===== config.mk =====
export PLATFORM = sky130hd
export DESIGN_NAME = filter_arbiter_flat
export DESIGN_NICKNAME = d
export VERILOG_FILES = /design/src/rtl/filter_arbiter_if.sv /design/src/rtl/filter_arbiter.sv /design/src/flat_wrapper.sv
export SDC_FILE = /design/constraint.sdc
export NUM_CORES = 1
export LEC_CHECK = 0
export CAP_MARGIN = 20
export CORE_AREA = 2 2 613 615
export CTS_CLUSTER_DIAMETER = 50
export DETAILED_ROUTE_END_ITERATION = 10
export DIE_AREA = 0 0 615 617
export HOLD_SLACK_MARGIN = 0.03
export PLACE_DENSITY_LB_ADDON = 0.3
export SLEW_MARGIN = 30
export SYNTH_ARGS = -nofsm -noshare
export SYNTH_HDL_FRONTEND = slang
export SYNTH_SLANG_ARGS = --single-unit

===== constraint.sdc =====
create_clock -name clk -period 4.1 [get_ports clk]
set_clock_uncertainty 0.2 [all_clocks]
set_input_delay 0.82 -clock clk [delete_from_list [all_inputs] [get_ports clk]]
set_output_delay 0.82 -clock clk [all_outputs]
set_load 0.01 [all_outputs]

===== src/rtl/filter_arbiter_if.sv =====
// Handshake bundle between filter_arbiter, its filter buffers and the force pipeline.
// The master modport is the arbiter's view; slave is the filter-bank/pipeline side.
interface filter_arbiter_if #(
  parameter int DATA_WIDTH        = 32,
  parameter int PARTICLE_ID_WIDTH = 20,
  parameter int NUM_FILTER        = 8,
  parameter int FILTER_SEL_WIDTH  = 3
);
  localparam int PAIR_WIDTH = 2*PARTICLE_ID_WIDTH + 4*DATA_WIDTH;

  logic [NUM_FILTER-1:0]            particle_pair_available;
  logic [NUM_FILTER*PAIR_WIDTH-1:0] filter_pair_in;
  logic                             pipeline_stall;
  logic [NUM_FILTER-1:0]            sel;
  logic                             out_valid;
  logic [PARTICLE_ID_WIDTH-1:0]     ref_particle_id_out;
  logic [PARTICLE_ID_WIDTH-1:0]     neighbor_particle_id_out;
  logic [DATA_WIDTH-1:0]            r2;
  logic [DATA_WIDTH-1:0]            dz;
  logic [DATA_WIDTH-1:0]            dy;
  logic [DATA_WIDTH-1:0]            dx;
  logic [FILTER_SEL_WIDTH-1:0]      out_filter_idx;
  logic [31:0]                      pair_count;

  modport master (
    input  particle_pair_available, filter_pair_in, pipeline_stall,
    output sel, out_valid, ref_particle_id_out, neighbor_particle_id_out,
           r2, dz, dy, dx, out_filter_idx, pair_count
  );

  modport slave (
    output particle_pair_available, filter_pair_in, pipeline_stall,
    input  sel, out_valid, ref_particle_id_out, neighbor_particle_id_out,
           r2, dz, dy, dx, out_filter_idx, pair_count
  );
endinterface


===== src/rtl/filter_arbiter.sv =====
// Round-robin arbiter popping one filter buffer per grant and forwarding the pair word.
// Define FILTER_ARBITER_STAT_EN to build the live forwarded-pair counter on pair_count.
module filter_arbiter #(
  parameter int DATA_WIDTH        = 32,
  parameter int PARTICLE_ID_WIDTH = 20,
  parameter int NUM_FILTER        = 8,
  parameter int FILTER_SEL_WIDTH  = 3
) (
  input  logic              clk,
  input  logic              rst,
  filter_arbiter_if.master  bus
);
  localparam int PAIR_WIDTH = 2*PARTICLE_ID_WIDTH + 4*DATA_WIDTH;

  typedef enum logic [1:0] {
    IDLE   = 2'd0,
    ACTIVE = 2'd1,
    STALL  = 2'd2
  } state_t;

  state_t                      state_q;
  state_t                      state_d;
  logic [NUM_FILTER-1:0]       req;
  logic [NUM_FILTER-1:0]       sel_q;
  logic [NUM_FILTER-1:0]       sel_d;
  logic [FILTER_SEL_WIDTH-1:0] last_grant_q;
  logic [FILTER_SEL_WIDTH-1:0] last_grant_d;
  logic [FILTER_SEL_WIDTH-1:0] grant_idx;
  logic                        grant_found;

  logic                        vld_p1;
  logic [FILTER_SEL_WIDTH-1:0] idx_p1;
  logic [PAIR_WIDTH-1:0]       slot_p1;

  logic                         out_valid_p2;
  logic [FILTER_SEL_WIDTH-1:0]  idx_p2;
  logic [PARTICLE_ID_WIDTH-1:0] ref_id_p2;
  logic [PARTICLE_ID_WIDTH-1:0] nb_id_p2;
  logic [DATA_WIDTH-1:0]        r2_p2;
  logic [DATA_WIDTH-1:0]        dz_p2;
  logic [DATA_WIDTH-1:0]        dy_p2;
  logic [DATA_WIDTH-1:0]        dx_p2;

  // Returns {found, index}: first requester after 'last', wrapping around.
  function automatic logic [FILTER_SEL_WIDTH:0] rr_pick(
    input logic [NUM_FILTER-1:0]       r,
    input logic [FILTER_SEL_WIDTH-1:0] last
  );
    logic                        found;
    logic [FILTER_SEL_WIDTH-1:0] idx;
    int                          c;
    found = 1'b0;
    idx   = last;
    for (int i = 1; i <= NUM_FILTER; i++) begin
      c = int'(last) + i;
      if (c >= NUM_FILTER) c = c - NUM_FILTER;
      if (!found && r[c[FILTER_SEL_WIDTH-1:0]]) begin
        found = 1'b1;
        idx   = c[FILTER_SEL_WIDTH-1:0];
      end
    end
    return {found, idx};
  endfunction

  function automatic logic [FILTER_SEL_WIDTH-1:0] onehot_idx(
    input logic [NUM_FILTER-1:0] s
  );
    logic [FILTER_SEL_WIDTH-1:0] idx;
    idx = '0;
    for (int k = 0; k < NUM_FILTER; k++) begin
      if (s[k]) idx = idx | FILTER_SEL_WIDTH'(k);
    end
    return idx;
  endfunction

  // Grant stage: the filter popped this cycle is masked since its flag is still stale.
  always_comb begin
    req          = bus.particle_pair_available & ~sel_q;
    {grant_found, grant_idx} = rr_pick(req, last_grant_q);
    sel_d        = '0;
    last_grant_d = last_grant_q;
    state_d      = state_q;
    if (bus.pipeline_stall) begin
      state_d = STALL;
    end else begin
      if (grant_found) begin
        sel_d[grant_idx] = 1'b1;
        last_grant_d     = grant_idx;
      end
      case (state_q)
        IDLE:    if (grant_found)  state_d = ACTIVE;
        ACTIVE:  if (!grant_found) state_d = IDLE;
        STALL:   state_d = IDLE;
        default: state_d = IDLE;
      endcase
    end
  end

  always_ff @(posedge clk) begin
    if (!rst) begin
      state_q      <= IDLE;
      sel_q        <= '0;
      last_grant_q <= FILTER_SEL_WIDTH'(NUM_FILTER - 1);
    end else begin
      state_q      <= state_d;
      sel_q        <= sel_d;
      last_grant_q <= last_grant_d;
    end
  end

  // p1: buffer q of the popped filter is valid this cycle
  always_ff @(posedge clk) begin
    if (!rst) begin
      vld_p1 <= 1'b0;
      idx_p1 <= '0;
    end else begin
      vld_p1 <= |sel_q;
      idx_p1 <= onehot_idx(sel_q);
    end
  end

  always_comb begin
    slot_p1 = '0;
    for (int k = 0; k < NUM_FILTER; k++) begin
      if (idx_p1 == FILTER_SEL_WIDTH'(k)) slot_p1 = bus.filter_pair_in[k*PAIR_WIDTH +: PAIR_WIDTH];
    end
  end

  // p2: registered pair word presented to the force pipeline
  always_ff @(posedge clk) begin
    if (!rst) begin
      out_valid_p2 <= 1'b0;
      idx_p2       <= '0;
      ref_id_p2    <= '0;
      nb_id_p2     <= '0;
      r2_p2        <= '0;
      dz_p2        <= '0;
      dy_p2        <= '0;
      dx_p2        <= '0;
    end else begin
      out_valid_p2 <= vld_p1;
      if (vld_p1) begin
        idx_p2    <= idx_p1;
        ref_id_p2 <= slot_p1[PAIR_WIDTH-1 -: PARTICLE_ID_WIDTH];
        nb_id_p2  <= slot_p1[PAIR_WIDTH-PARTICLE_ID_WIDTH-1 -: PARTICLE_ID_WIDTH];
        r2_p2     <= slot_p1[4*DATA_WIDTH-1 -: DATA_WIDTH];
        dz_p2     <= slot_p1[3*DATA_WIDTH-1 -: DATA_WIDTH];
        dy_p2     <= slot_p1[2*DATA_WIDTH-1 -: DATA_WIDTH];
        dx_p2     <= slot_p1[DATA_WIDTH-1:0];
      end
    end
  end

`ifdef FILTER_ARBITER_STAT_EN
  logic [31:0] pair_cnt_q;

  always_ff @(posedge clk) begin
    if (!rst) begin
      pair_cnt_q <= '0;
    end else if (out_valid_p2) begin
      pair_cnt_q <= pair_cnt_q + 32'd1;
    end
  end

  assign bus.pair_count = pair_cnt_q;
`else
  assign bus.pair_count = 32'd0;
`endif

  assign bus.sel                      = sel_q;
  assign bus.out_valid                = out_valid_p2;
  assign bus.out_filter_idx           = idx_p2;
  assign bus.ref_particle_id_out      = ref_id_p2;
  assign bus.neighbor_particle_id_out = nb_id_p2;
  assign bus.r2                       = r2_p2;
  assign bus.dz                       = dz_p2;
  assign bus.dy                       = dy_p2;
  assign bus.dx                       = dx_p2;

  a_sel_onehot: assert property (@(posedge clk) disable iff (!rst) $onehot0(sel_q));
  a_sel_avail:  assert property (@(posedge clk) disable iff (!rst)
                  (sel_q & ~$past(bus.particle_pair_available)) == '0);
  a_sel_norep:  assert property (@(posedge clk) disable iff (!rst)
                  (sel_q & $past(sel_q)) == '0);
endmodule


===== src/flat_wrapper.sv =====
// flat-port wrapper written by rule: the top's interface ports become plain ports
module filter_arbiter_flat 
#(
  parameter int DATA_WIDTH        = 32,
  parameter int PARTICLE_ID_WIDTH = 20,
  parameter int NUM_FILTER        = 8,
  parameter int FILTER_SEL_WIDTH  = 3
)
  (clk, rst, bus_particle_pair_available, bus_filter_pair_in, bus_pipeline_stall, bus_sel, bus_out_valid, bus_ref_particle_id_out, bus_neighbor_particle_id_out, bus_r2, bus_dz, bus_dy, bus_dx, bus_out_filter_idx, bus_pair_count);
  filter_arbiter_if #(.DATA_WIDTH(DATA_WIDTH), .PARTICLE_ID_WIDTH(PARTICLE_ID_WIDTH), .NUM_FILTER(NUM_FILTER), .FILTER_SEL_WIDTH(FILTER_SEL_WIDTH)) bus_i ();
  input  logic clk;
  input  logic rst;
  input wire logic [$bits(bus_i.particle_pair_available)-1:0] bus_particle_pair_available;
  input wire logic [$bits(bus_i.filter_pair_in)-1:0] bus_filter_pair_in;
  input wire logic [$bits(bus_i.pipeline_stall)-1:0] bus_pipeline_stall;
  output wire logic [$bits(bus_i.sel)-1:0] bus_sel;
  output wire logic [$bits(bus_i.out_valid)-1:0] bus_out_valid;
  output wire logic [$bits(bus_i.ref_particle_id_out)-1:0] bus_ref_particle_id_out;
  output wire logic [$bits(bus_i.neighbor_particle_id_out)-1:0] bus_neighbor_particle_id_out;
  output wire logic [$bits(bus_i.r2)-1:0] bus_r2;
  output wire logic [$bits(bus_i.dz)-1:0] bus_dz;
  output wire logic [$bits(bus_i.dy)-1:0] bus_dy;
  output wire logic [$bits(bus_i.dx)-1:0] bus_dx;
  output wire logic [$bits(bus_i.out_filter_idx)-1:0] bus_out_filter_idx;
  output wire logic [$bits(bus_i.pair_count)-1:0] bus_pair_count;
  assign bus_i.particle_pair_available = bus_particle_pair_available;
  assign bus_i.filter_pair_in = bus_filter_pair_in;
  assign bus_i.pipeline_stall = bus_pipeline_stall;
  assign bus_sel = bus_i.sel;
  assign bus_out_valid = bus_i.out_valid;
  assign bus_ref_particle_id_out = bus_i.ref_particle_id_out;
  assign bus_neighbor_particle_id_out = bus_i.neighbor_particle_id_out;
  assign bus_r2 = bus_i.r2;
  assign bus_dz = bus_i.dz;
  assign bus_dy = bus_i.dy;
  assign bus_dx = bus_i.dx;
  assign bus_out_filter_idx = bus_i.out_filter_idx;
  assign bus_pair_count = bus_i.pair_count;
  filter_arbiter #(.DATA_WIDTH(DATA_WIDTH), .PARTICLE_ID_WIDTH(PARTICLE_ID_WIDTH), .NUM_FILTER(NUM_FILTER), .FILTER_SEL_WIDTH(FILTER_SEL_WIDTH)) u_core (.clk(clk), .rst(rst), .bus(bus_i));
endmodule

==> results.toml <==
[global_routing]
grt_pass1_vias = 26600
met2_usage = 0.283
grt_max_degree = 140
gr-usage-met3 = 0.0953
gr-usage-met1 = 0.212
grt.overflow.total = 0
antenna_found_initial = 432
grt_usage = 0.177
top_usage_layer = "met2"
grt_pass1_wl_mm = 412

[setup_path]
cp-start-kind = "input port"
path_delay_family = "simple AND/OR/NAND/NOR gates"
slowest_stage = "nor2b_1"
path_class = "input port to flop"
slowest_delay_ns = 0.61
worstPathRequired_ns = 4.41
path_cells = "clkdlybuf4s50_1 > nor2b_1 > mux4_1 > mux2i_1 > and4bb_2 > a31o_4 > or4b_4 > a211oi_1"
path_max_fanout = 8
crit_path_start = "bus_particle_pair_available[3]"
cp.arrival_ns = 4.00
endpoint_kind = "flop"
r2r-start = "u_core.last_grant_q[0]"
critPathBufInv = 1

[detailed_routing]
first_iter_violations = 2274
vias_per_cell = 3.14
first_pass_iters = 5
ant_nets = 0
drt-total-wl_mm = 349
via_count = 27500
routedWlPerCell_um = 39.8
drc = 0

[power]
p_leak_nw = 12.0
ir_worst_vdd_uv = 210
pwr_density_cell_nw_per_um2 = 302

[final_layout]
area_delta_synth_final_pct = 119
final_cell_area_sq_um = 41700
nFillCells = 43000
register_area_sq_um = 3760
fin_cells = 8759
multi_input_area_sq_um = 14200
nets = 5046
drive_above_1_share = 0.134

[synth]
synth_compound_area_frac = 0.295
synthTopCellsByCount = "316 x nand2_1, 288 x mux2_2, 214 x clkbuf_1"
synth_area_sq_um = 19100
synth_cell_type_count = 68
synth_xor_xnor_area_share = 0.00177
ys_async_sr_fraction = 0
yosysMostFrequentCell = "nand2_1"
synthSimpleGateAreaFrac = 0.135
synthAdderAreaFrac = 0.00131
synth_area_leaders = "dfxtp_1 20%, mux2_2 17%, mux2i_1 9.4%"
yosysTopAreaCell = "dfxtp_1"
synth-seq-cells = 187
synth_cells = 2260
ys_seq_area_frac = 0.196
yosys_warnings = 0
synth_top_family_by_area = "multiplexers"
synth_top_area_share = 0.196
synth_top_flop_cell = "dfxtp_1"
syn_area_per_cell_sq_um = 8.43
synth_edf_count = 0
muxShareOfSynthArea = 0.306

[placement]
port_buffers = 1534
pre_cts_ws_ns = -0.0714
placed_cell_area_sq_um = 40900
place_congestion = 0.916
dp_cells = 8660
hpwl_mm = 311

[timing]
relSlewSlack = 0.245
worstMarginPinSlew_ns = 1.13
setup_viol = 0
period_share = 0.900
fmax_ghz = 0.271
hold_viol_final = 0
grt_setup_unrepaired = "false"
hold_ws_ns = 0.285
fin_ws_ns = 0.409
min_period_ns = 3.69
slew_violations = 0

[cts]
clock-sinks = 187
h-tree-depth = 4
post_cts.repair.setup_buffers = 0
cts_resized = 0
hold_buffers = 0
cts_made_buffers = 21
clk_latency_ns = 0.60
cts_tree = "yes"
clk_pin_slew_worst_paths_ns = 0.10
root_buffer = "clkbuf_16"
clock_path_buffers = 3

[hold_path]
min_path_type = "flop to flop"
hold_start = "u_core.bus.dz[5]"

[floorplan]
start_util = 0.0510
fp.dieH_um = 617
rows = 225
dieArea_sq_um = 379000
die_x_um = 615
num_io_pins = 1567
core_region_area_sq_um = 374000

[status]
status = "complete, no violations"

[job]
max_cap_viol_count = 0
-- kinds of logic (layout without fill, tap and decap cells) --
| group | Yosys count | in the layout |
|---|---|---|
| DFF | 187 | 187 |
| muxes | 502 | 502 |
| AOI/OAI and AO/OA | 735 | 735 |
| and+or+nand+nor | 540 | 540 |
| buffers and inverters | 290 | 1697 |
| xor gates and xnor gates | 3 | 3 |
| other | 1 | 99 |
| adders and majority gates | 2 | 2 |
-- cell type report --
cell class / instances / share of cell area
Inverter: 10 / 0.00114
Antenna cell: 67 / 0.00402
Clock inverter: 9 / 0.00234
Tap cell: 4994 / 0.150
Clock buffer: 23 / 0.0130
Timing Repair Buffer: 1655 / 0.398
Multi-Input combinational cell: 1814 / 0.342
Sequential cell: 187 / 0.0901
-- sequential cells by signal (all words and copies together), names as in the netlist, 8 cells and up --
register	count
u_core.bus.r2	32
u_core.bus.dy	32
u_core.bus.neighbor_particle_id_out	20
u_core.bus.dx	32
u_core.bus.dz	32
u_core.bus.ref_particle_id_out	20
u_core.bus.sel	8
-- tightest hold or removal path, cell delays in order, from the launching register on --
cell	delay, ns
dfxtp_1	0.32
nand2b_1	0.06
a21boi_0	0.07
-- worst paths after layout --
check | slack [ns] | to | cells after the start
worst min-delay path | 0.29 | u_core.bus.dz[5] | 2
worst max register to register | 0.53 | u_core.bus.sel[4] | 9
worst min register to register | 0.29 | u_core.bus.dz[5] | 2
worst max-delay path | 0.41 | u_core.bus.sel[4] | 8
-- power by group --
part | total, W | leakage (nW) | switching, W | internal (W)
registers | 0.00244 | 1.52 | 0.000321 | 0.00212
logic | 0.00777 | 10.1 | 0.00410 | 0.00367
clock network | 0.00239 | 0.313 | 0.00134 | 0.00105
-- layer usage --
| layer | vias up | share of wire |
|---|---|---|
| met3 | 652 | 0.12 |
| li1 | 11500 | - |
| met5 | - | 0.0039 |
| met2 | 1810 | 0.45 |
| met1 | 13300 | 0.41 |
| met4 | 214 | 0.018 |
-- layout by cell type (no fill, tap or decap), types with 25 or more instances in the layout --
cell type / Yosys / routed
mux2_2: 288 / 288
o21ai_0: 53 / 51
diode_2: 0 / 67
buf_12: 0 / 25
conb_1: 1 / 32
o22ai_1: 140 / 140
o22a_1: 136 / 136
o2111ai_1: 134 / 134
nand2b_1: 159 / 158
clkdlybuf4s50_1: 0 / 1533
a21boi_0: 139 / 139
mux2i_1: 179 / 179
nand2_1: 316 / 315
dfxtp_1: 187 / 183
buf_4: 32 / 95
mux4_2: 32 / 32
-- through the flow --
step | setup TNS (ns) | power [W] | utilization
2_1_floorplan | 0 | 0.00562 | -
6_report | 0 | 0.0126 | 0.112
3_5_place_dp | -0.226 | 0.0104 | 0.109
3_3_place_gp | -1.10 | 0.0104 | 0.109
4_1_cts | 0 | 0.0130 | 0.111
5_1_grt | 0 | 0.0133 | 0.111
No activity file was read; power rests on OpenSTA's default activity.
